==> src/rtl/uart_pkg.sv <==
// Shared definitions for the 8N1 UART transmitter and receiver:
// frame constants and the state encoding used by both FSMs.
package uart_pkg;

    localparam int   DATA_BITS = 8;
    localparam logic START_LVL = 1'b0;
    localparam logic STOP_LVL  = 1'b1;

    // Both FSMs walk IDLE -> START -> DATA(x8) -> STOP -> IDLE.
    typedef logic [1:0] state_t;

    localparam state_t S_IDLE  = 2'd0;
    localparam state_t S_START = 2'd1;
    localparam state_t S_DATA  = 2'd2;
    localparam state_t S_STOP  = 2'd3;

endpackage

==> src/rtl/uart_if.sv <==
// Byte-stream and serial-line signals of the UART block.
// The slave modport is the UART itself; master is the host/line side.
interface uart_if;
    import uart_pkg::*;

    logic                 tx_dv;
    logic [DATA_BITS-1:0] tx_byte;
    logic                 tx;
    logic                 tx_busy;
    logic                 rx;
    logic                 rx_dv;
    logic [DATA_BITS-1:0] rx_byte;

    modport master (
        output tx_dv, tx_byte, rx,
        input  tx, tx_busy, rx_dv, rx_byte
    );

    modport slave (
        input  tx_dv, tx_byte, rx,
        output tx, tx_busy, rx_dv, rx_byte
    );

endinterface

==> src/rtl/uart_rx.sv <==
// 8N1 deserialiser: synchronises the line, qualifies the start bit at its
// centre, then samples data and stop bits at their centres.
module uart_rx
    import uart_pkg::*;
#(
    parameter int CLK_FREQ     = 100_000_000,
    parameter int BAUD         = 115200,
    parameter int CLKS_PER_BIT = CLK_FREQ / BAUD
) (
    input  logic                 clk,
    input  logic                 reset,
    input  logic                 rx_i,
    output logic                 rx_dv_o,
    output logic [DATA_BITS-1:0] rx_byte_o
);

    localparam int               CNT_W     = (CLKS_PER_BIT > 1) ? $clog2(CLKS_PER_BIT) : 1;
    localparam logic [CNT_W-1:0] BIT_LAST  = CNT_W'(CLKS_PER_BIT - 1);
    localparam logic [CNT_W-1:0] HALF_LAST = CNT_W'(CLKS_PER_BIT / 2 - 1);
    localparam logic [2:0]       IDX_LAST  = 3'(DATA_BITS - 1);

    logic                 meta_q, sync_q;
    state_t               state_q, state_d;
    logic [CNT_W-1:0]     cnt_q, cnt_d;
    logic [2:0]           idx_q, idx_d;
    logic [DATA_BITS-1:0] shift_q, shift_d;
    logic [DATA_BITS-1:0] byte_q, byte_d;
    logic                 dv_q, dv_d;
    logic                 bit_done;

    assign bit_done  = (cnt_q == BIT_LAST);
    assign rx_dv_o   = dv_q;
    assign rx_byte_o = byte_q;

    // Returning to IDLE at the stop-bit centre lets a new start edge be caught in its second half.
    always_comb begin
        state_d = state_q;
        cnt_d   = cnt_q;
        idx_d   = idx_q;
        shift_d = shift_q;
        byte_d  = byte_q;
        dv_d    = 1'b0;
        case (state_q)
            S_IDLE: begin
                if (sync_q == START_LVL) begin
                    state_d = S_START;
                    cnt_d   = '0;
                end
            end
            S_START: begin
                if (cnt_q == HALF_LAST) begin
                    cnt_d = '0;
                    if (sync_q == START_LVL) begin
                        state_d = S_DATA;
                        idx_d   = '0;
                    end else begin
                        state_d = S_IDLE;
                    end
                end else begin
                    cnt_d = cnt_q + CNT_W'(1);
                end
            end
            S_DATA: begin
                if (bit_done) begin
                    cnt_d   = '0;
                    shift_d = {sync_q, shift_q[DATA_BITS-1:1]};
                    if (idx_q == IDX_LAST) begin
                        state_d = S_STOP;
                    end else begin
                        idx_d = idx_q + 3'd1;
                    end
                end else begin
                    cnt_d = cnt_q + CNT_W'(1);
                end
            end
            S_STOP: begin
                if (bit_done) begin
                    state_d = S_IDLE;
                    cnt_d   = '0;
                    if (sync_q == STOP_LVL) begin
                        byte_d = shift_q;
                        dv_d   = 1'b1;
                    end
                end else begin
                    cnt_d = cnt_q + CNT_W'(1);
                end
            end
            default: state_d = S_IDLE;
        endcase
    end

    always_ff @(posedge clk) begin
        if (!reset) begin
            meta_q  <= STOP_LVL;
            sync_q  <= STOP_LVL;
            state_q <= S_IDLE;
            cnt_q   <= '0;
            idx_q   <= '0;
            shift_q <= '0;
            byte_q  <= '0;
            dv_q    <= 1'b0;
        end else begin
            meta_q  <= rx_i;
            sync_q  <= meta_q;
            state_q <= state_d;
            cnt_q   <= cnt_d;
            idx_q   <= idx_d;
            shift_q <= shift_d;
            byte_q  <= byte_d;
            dv_q    <= dv_d;
        end
    end

endmodule

==> src/rtl/uart_tx.sv <==
// 8N1 serialiser: latches a byte on a one-cycle request and shifts it out
// LSB first, holding every bit for exactly CLKS_PER_BIT cycles.
module uart_tx
    import uart_pkg::*;
#(
    parameter int CLK_FREQ     = 100_000_000,
    parameter int BAUD         = 115200,
    parameter int CLKS_PER_BIT = CLK_FREQ / BAUD
) (
    input  logic                 clk,
    input  logic                 reset,
    input  logic                 tx_dv_i,
    input  logic [DATA_BITS-1:0] tx_byte_i,
    output logic                 tx_o,
    output logic                 tx_busy_o
);

    localparam int               CNT_W    = (CLKS_PER_BIT > 1) ? $clog2(CLKS_PER_BIT) : 1;
    localparam logic [CNT_W-1:0] BIT_LAST = CNT_W'(CLKS_PER_BIT - 1);
    localparam logic [2:0]       IDX_LAST = 3'(DATA_BITS - 1);

    state_t               state_q, state_d;
    logic [CNT_W-1:0]     cnt_q, cnt_d;
    logic [2:0]           idx_q, idx_d;
    logic [DATA_BITS-1:0] shift_q, shift_d;
    logic                 tx_q, tx_d;
    logic                 busy_q, busy_d;
    logic                 bit_done;

    assign bit_done  = (cnt_q == BIT_LAST);
    assign tx_o      = tx_q;
    assign tx_busy_o = busy_q;

    // The line level for the next bit is loaded at the boundary, so tx stays registered.
    always_comb begin
        state_d = state_q;
        cnt_d   = cnt_q;
        idx_d   = idx_q;
        shift_d = shift_q;
        tx_d    = tx_q;
        busy_d  = busy_q;
        case (state_q)
            S_IDLE: begin
                if (tx_dv_i) begin
                    state_d = S_START;
                    cnt_d   = '0;
                    idx_d   = '0;
                    shift_d = tx_byte_i;
                    tx_d    = START_LVL;
                    busy_d  = 1'b1;
                end
            end
            S_START: begin
                if (bit_done) begin
                    state_d = S_DATA;
                    cnt_d   = '0;
                    tx_d    = shift_q[0];
                    shift_d = shift_q >> 1;
                end else begin
                    cnt_d = cnt_q + CNT_W'(1);
                end
            end
            S_DATA: begin
                if (bit_done) begin
                    cnt_d = '0;
                    if (idx_q == IDX_LAST) begin
                        state_d = S_STOP;
                        tx_d    = STOP_LVL;
                    end else begin
                        idx_d   = idx_q + 3'd1;
                        tx_d    = shift_q[0];
                        shift_d = shift_q >> 1;
                    end
                end else begin
                    cnt_d = cnt_q + CNT_W'(1);
                end
            end
            S_STOP: begin
                if (bit_done) begin
                    state_d = S_IDLE;
                    cnt_d   = '0;
                    busy_d  = 1'b0;
                end else begin
                    cnt_d = cnt_q + CNT_W'(1);
                end
            end
            default: state_d = S_IDLE;
        endcase
    end

    always_ff @(posedge clk) begin
        if (!reset) begin
            state_q <= S_IDLE;
            cnt_q   <= '0;
            idx_q   <= '0;
            shift_q <= '0;
            tx_q    <= STOP_LVL;
            busy_q  <= 1'b0;
        end else begin
            state_q <= state_d;
            cnt_q   <= cnt_d;
            idx_q   <= idx_d;
            shift_q <= shift_d;
            tx_q    <= tx_d;
            busy_q  <= busy_d;
        end
    end

endmodule

==> src/rtl/uart_txrx.sv <==
// Full-duplex 8N1 UART: independent transmitter and receiver sharing
// only the clock, reset and bit-rate parameters.
module uart_txrx
    import uart_pkg::*;
#(
    parameter int CLK_FREQ     = 100_000_000,
    parameter int BAUD         = 115200,
    parameter int CLKS_PER_BIT = CLK_FREQ / BAUD
) (
    input logic   clk,
    input logic   reset,
    uart_if.slave bus
);

    uart_tx #(
        .CLK_FREQ     (CLK_FREQ),
        .BAUD         (BAUD),
        .CLKS_PER_BIT (CLKS_PER_BIT)
    ) u_tx (
        .clk       (clk),
        .reset     (reset),
        .tx_dv_i   (bus.tx_dv),
        .tx_byte_i (bus.tx_byte),
        .tx_o      (bus.tx),
        .tx_busy_o (bus.tx_busy)
    );

    uart_rx #(
        .CLK_FREQ     (CLK_FREQ),
        .BAUD         (BAUD),
        .CLKS_PER_BIT (CLKS_PER_BIT)
    ) u_rx (
        .clk       (clk),
        .reset     (reset),
        .rx_i      (bus.rx),
        .rx_dv_o   (bus.rx_dv),
        .rx_byte_o (bus.rx_byte)
    );

endmodule

==> src/flat_wrapper.sv <==
// flat-port wrapper written by rule: the top's interface ports become plain ports
module uart_txrx_flat import uart_pkg::*;
#(
    parameter int CLK_FREQ     = 100_000_000,
    parameter int BAUD         = 115200,
    parameter int CLKS_PER_BIT = CLK_FREQ / BAUD
)
  (clk, reset, bus_tx_dv, bus_tx_byte, bus_rx, bus_tx, bus_tx_busy, bus_rx_dv, bus_rx_byte);
  uart_if bus_i ();
  input logic clk;
  input logic reset;
  input wire logic [$bits(bus_i.tx_dv)-1:0] bus_tx_dv;
  input wire logic [$bits(bus_i.tx_byte)-1:0] bus_tx_byte;
  input wire logic [$bits(bus_i.rx)-1:0] bus_rx;
  output wire logic [$bits(bus_i.tx)-1:0] bus_tx;
  output wire logic [$bits(bus_i.tx_busy)-1:0] bus_tx_busy;
  output wire logic [$bits(bus_i.rx_dv)-1:0] bus_rx_dv;
  output wire logic [$bits(bus_i.rx_byte)-1:0] bus_rx_byte;
  assign bus_i.tx_dv = bus_tx_dv;
  assign bus_i.tx_byte = bus_tx_byte;
  assign bus_i.rx = bus_rx;
  assign bus_tx = bus_i.tx;
  assign bus_tx_busy = bus_i.tx_busy;
  assign bus_rx_dv = bus_i.rx_dv;
  assign bus_rx_byte = bus_i.rx_byte;
  uart_txrx #(.CLK_FREQ(CLK_FREQ), .BAUD(BAUD), .CLKS_PER_BIT(CLKS_PER_BIT)) u_core (.clk(clk), .reset(reset), .bus(bus_i));
endmodule
==> config.mk <==
export PLATFORM = sky130hd
export DESIGN_NAME = uart_txrx_flat
export DESIGN_NICKNAME = d
export VERILOG_FILES = /design/src/rtl/uart_pkg.sv /design/src/rtl/uart_if.sv /design/src/rtl/uart_rx.sv /design/src/rtl/uart_tx.sv /design/src/rtl/uart_txrx.sv /design/src/flat_wrapper.sv
export SDC_FILE = /design/constraint.sdc
export NUM_CORES = 1
export LEC_CHECK = 0
export BUFFER_PORTS_ARGS = -buffer_cell sky130_fd_sc_hd__buf_4
export CAP_MARGIN = 20
export CELL_PAD_IN_SITES_DETAIL_PLACEMENT = 0
export CELL_PAD_IN_SITES_GLOBAL_PLACEMENT = 1
export CORE_ASPECT_RATIO = 0.9
export CORE_MARGIN = 5
export CORE_UTILIZATION = 48
export CTS_BUF_LIST = sky130_fd_sc_hd__clkbuf_8
export CTS_CLUSTER_DIAMETER = 30
export DETAILED_ROUTE_END_ITERATION = 10
export HOLD_SLACK_MARGIN = 0.03
export PLACE_DENSITY = 0.82
export SYNTH_ARGS = -nofsm -noshare
export SYNTH_HDL_FRONTEND = slang
export SYNTH_HIERARCHICAL = 1
export SYNTH_SLANG_ARGS = --single-unit
==> constraint.sdc <==
create_clock -name clk -period 2 [get_ports clk]
set_input_delay 0.3 -clock clk [delete_from_list [all_inputs] [get_ports clk]]
set_output_delay 0.3 -clock clk [all_outputs]
set_load 0.05 [all_outputs]
==> summary.md <==
| Metric | Value |
|---|---|
| Status | `finished, final reports clean` |
| Critical Path Fanout Max | `8` |
| TritonCTS clock tree | `yes` |
| FMAX | `~540 MHz` |
| Startpoint type of the worst setup path | `register` |
| Hold Buf Count CTS | `0` |
| Top FF cell, synth | `dfxtp_1` |
| Share of the clock period used by the worst path | `0.919` |
| Met2 track demand over resource | `0.270` |
| Layout Cells excl Fill | `~470` |
| Standby leakage power | `1.48 nW` |
| Worst-path cell with the longest stage delay | `or4b_1` |
| Number of maximum-capacitance constraint violations | `0` |
| Starting DRC count in detailed routing | `~110` |
| Cells taking the most area after synthesis | `dfxtp_1 (37%), mux2i_1 (6.6%), ha_1 (4.7%)` |
| Most frequent cells after synthesis | `dfxtp_1 (59), nand2_1 (31), mux2i_1 (21), nand3_1 (19), a21boi_0 (15)` |
| Total negative setup slack | `0 ns` |
| Class of the most critical hold timing path | `in -> reg` |
| Post-synthesis instance area | `~0.0032 mm^2` |
| Worst Reg2Reg Path Length in Cells | `6` |
| Width of the die | `~96 um` |
| GRT met1 Usage | `0.248` |
| Fraction of registers with async set/reset | `0` |
| Placed Area | `0.00347 mm^2` |
| Seq cells post-synth | `59` |
| Distinct cell type count of the synthesized netlist | `65` |
| Residual antenna-violating net count after detailed routing | `0` |
| Setup repair after global routing missed its margin | `no` |
| Warnings from Yosys | `6` |
| Mapped Cells | `343` |
| Sequence of cells on the critical path | `inv_1 > ha_1 > or4b_1 > nor3_2 > o311ai_4 > o2bb2ai_1` |
| Number of optimization iterations in the first detailed-route pass | `4` |
| Cell type with the largest total area after synthesis | `dfxtp_1` |
| Floorplan die height | `87.5 um` |
| Critical Setup Path Class | `reg -> reg` |
| Global routing's busiest layer | `met2` |
| Port-buffer cells | `22` |
| Number of diodes | `0` |
| Last weighted congestion value of the routability-driven placer | `0.816` |
| Site Rows | `28` |
| Hold Path Cell Cnt | `2` |
| CTS H-tree depth | `3` |
| Power per cell area | `1010 mW/mm^2` |
| Cts bufs inserted | `9` |
| Most frequent cell after synthesis | `dfxtp_1` |
| Delay of the slowest cell on the worst path | `around 0.48 ns` |
| Core outline area | `0.00655 mm^2` |
| Number of clock sinks | `between 50 and 60` |
| Initial cell density of the core | `0.489` |
| Maximum number of pins on one net before global-route repair | `33` |
| Initial antenna violation count | `0` |
| Total overflow reported by the global router | `0` |
| Multi-input gate area | `0.00193 mm^2` |
| Endpoints failing setup | `0` |
| Post-CTS clock slew at the launch and capture registers of the worst setup and hold paths | `0.07 ns` |
| Detailed placer's ending HPWL | `4620 um` |
| DRC | `0` |
| Ports | `23` |
| Worst Max-Slew Pin Slew | `between 0.5 and 0.6 ns` |
| Nets | `397` |
| Fill cell instance count of the final layout | `roughly 570` |
| Synthesized Nets | `roughly 370` |
| Cell total after placement | `451` |
| Destination of the worst register-to-register timing path | `u_core/u_tx/shift_q[3]` |
| Relative area change from synthesis to final layout | `17.6%` |
| Worst voltage drop across the vdd grid | `671 uV` |
| Data arrival time at the worst-slack endpoint | `roughly 2.1 ns` |
| Max transition margin | `0.662` |
| Number of enable flip-flop cells after synthesis | `0` |
| Number of global-route vias before repair | `2513` |
| Crit Reg-Reg Startpoint | `u_core/u_tx/state_q[0]` |
| Clock Tree Buf Depth | `2` |
| Vias/cell | `about 5.6` |
| Post-route design area | `between 0.003 and 0.004 mm^2` |
| Min Tclk post-route | `roughly 1.8 ns` |
| Max-slew violations | `0` |
| Share of the synthesized area in the top cell type | `0.369` |
| Average routed wire per standard cell | `14.5 um` |
| Area taken by flip-flops and latches | `approximately 0.0012 mm^2` |
| Worst Hold End | `u_core/u_rx/meta_q` |
| Flop-to-flop setup slack | `0.16 ns` |
| Die area | `between 0.008 and 0.009 mm^2` |
| Clock latency of the later-clocked register in the worst-skew pair | `0.33 ns` |
| Layout cells sized above 1 | `0.193` |
| Data required time at the worst endpoint | `approximately 2.3 ns` |
| Hold path startpoint | `bus_rx` |
| Root buf cell | `clkbuf_8` |
| Final hold violation count | `0` |
| First-pass GRT wire length | `12000 um` |
| Critical Path Sink Type | `register` |
| Final wirelength | `6770 um` |
| Sequential area share after synthesis | `0.369` |
| Total routing usage reported by global routing | `0.178` |
| Post-Route Skew | `0.00824 ns` |
| Total via count in the routed design | `2642` |
| Grt met3 use | `0.0380` |
| Synthesized area per cell | `9.33 um^2` |
cell type report:
class                      instances  share of cell area
multi-input combinational        259               0.513
inverter                           8             0.00798
sequential                        59               0.314
tap                               90              0.0299
timing repair buffer              36              0.0718
clock buffer                       9              0.0329
clock inverter                     7              0.0309
critical path, delay by kind of cell (launching register included):
kind | cells | cell delay [ns]
buffers and inverters | 1 | 0.10
AND/OR/NAND/NOR | 2 | 0.70
flip-flops | 1 | 0.38
adder cells (fa/ha/maj) | 1 | 0.22
AO/OA/AOI/OAI | 2 | 0.37
cells in the final DEF (no fill, tap or decap), types with 2 or more instances in the layout:
cell,Yosys,final
ha_1,12,12
a21boi_1,3,3
mux2i_1,21,21
o2bb2ai_1,8,8
o31a_1,2,2
nor2_1,12,12
nand2_1,31,31
or3_1,2,2
and4b_1,2,2
bufinv_16,0,3
o311ai_4,0,2
nor3b_2,3,3
nor3_1,3,3
and2_1,5,5
o2111ai_1,2,2
nand4_1,2,2
a21boi_0,15,15
or4_1,2,2
a41oi_1,2,2
inv_1,8,8
o21ai_0,14,14
buf_4,4,36
a21oi_1,8,8
nor4_1,4,4
and3_1,4,4
o21ai_1,3,3
nand2b_1,8,8
o21a_1,6,6
clkinv_2,0,2
o22ai_1,7,7
dfxtp_1,59,59
clkbuf_8,0,9
nor2b_1,14,14
a31oi_1,12,12
nand3_1,19,19
kinds of logic (layout without fill, tap and decap cells):
logic type                 after synthesis  after routing  synth area share
buffers and inverters                   25             60            0.0418
and+or+nand+nor                        129            129             0.250
muxes                                   21             21            0.0657
adders and majority gates               12             12            0.0469
DFF                                     59             59             0.369
AOI/OAI and AO/OA                       97             97             0.227
what timing repair did:
item                       in CTS  in global routing
setup endpoints to repair       0                 37
hold endpoints to repair        0                  0
buffers inserted                0                  1
resized for setup               0                  5
state kept, by name, summed over array words and instances (netlist names), 2 cells and up, named ones only:
name and count:
u_core/u_rx/idx_q 3, u_core/u_tx/state_q 2, u_core/u_rx/cnt_q 10, u_core/u_tx/cnt_q 10
u_core/u_rx/rx_byte_o 8, u_core/u_tx/idx_q 3, u_core/u_tx/shift_q 8, u_core/u_rx/shift_q 8
how the worst max path moves through the flow:
| stage | from | to | slack [ns] | depth (start not counted) |
|---|---|---|---|---|
| final | u_core/u_tx/state_q[0] | u_core/u_tx/shift_q[3] | 0.16 | 6 |
| after CTS | u_core/u_rx/cnt_q[0] | u_core/u_rx/rx_byte_o[3] | 0.08 | 5 |
| after detailed placement | u_core/u_rx/cnt_q[0] | u_core/u_rx/rx_byte_o[3] | 0.09 | 5 |
| after global placement | u_core/u_rx/cnt_q[0] | u_core/u_rx/rx_byte_o[5] | 0.16 | 5 |
| after global routing | u_core/u_rx/cnt_q[0] | u_core/u_rx/cnt_q[2] | 0.005 | 6 |
| after floorplan | u_core/u_rx/cnt_q[0] | u_core/u_rx/cnt_q[9] | 0.31 | 6 |
per-stage QoR:
stage / total power [mW] / hold WS, ns / util / setup slack, ns
3_3_place_gp: 2.42 / 0.399 / 0.530 / 0.162
2_1_floorplan: 2.19 / 0.386 / - / 0.309
6_report: 3.79 / 0.146 / 0.575 / 0.162
5_1_grt: 4.00 / 0.132 / 0.575 / 0.00462
4_1_cts: 3.77 / 0.135 / 0.567 / 0.0758
3_5_place_dp: 2.43 / 0.427 / 0.530 / 0.0923
power by group:
group / internal (mW) / switching (mW)
sequential: 1.30 / 0.0847
combinational: 0.455 / 0.626
clock: 0.825 / 0.499
total: 2.58 / 1.21
metal layers:
| metal | up-vias | share of wire |
|---|---|---|
| met5 | - | 0 |
| met4 | 0 | 0.010 |
| met3 | 6 | 0.045 |
| met2 | 61 | 0.43 |
| met1 | 1237 | 0.51 |
| li1 | 1338 | - |
(Power assumes the default switching activity.)
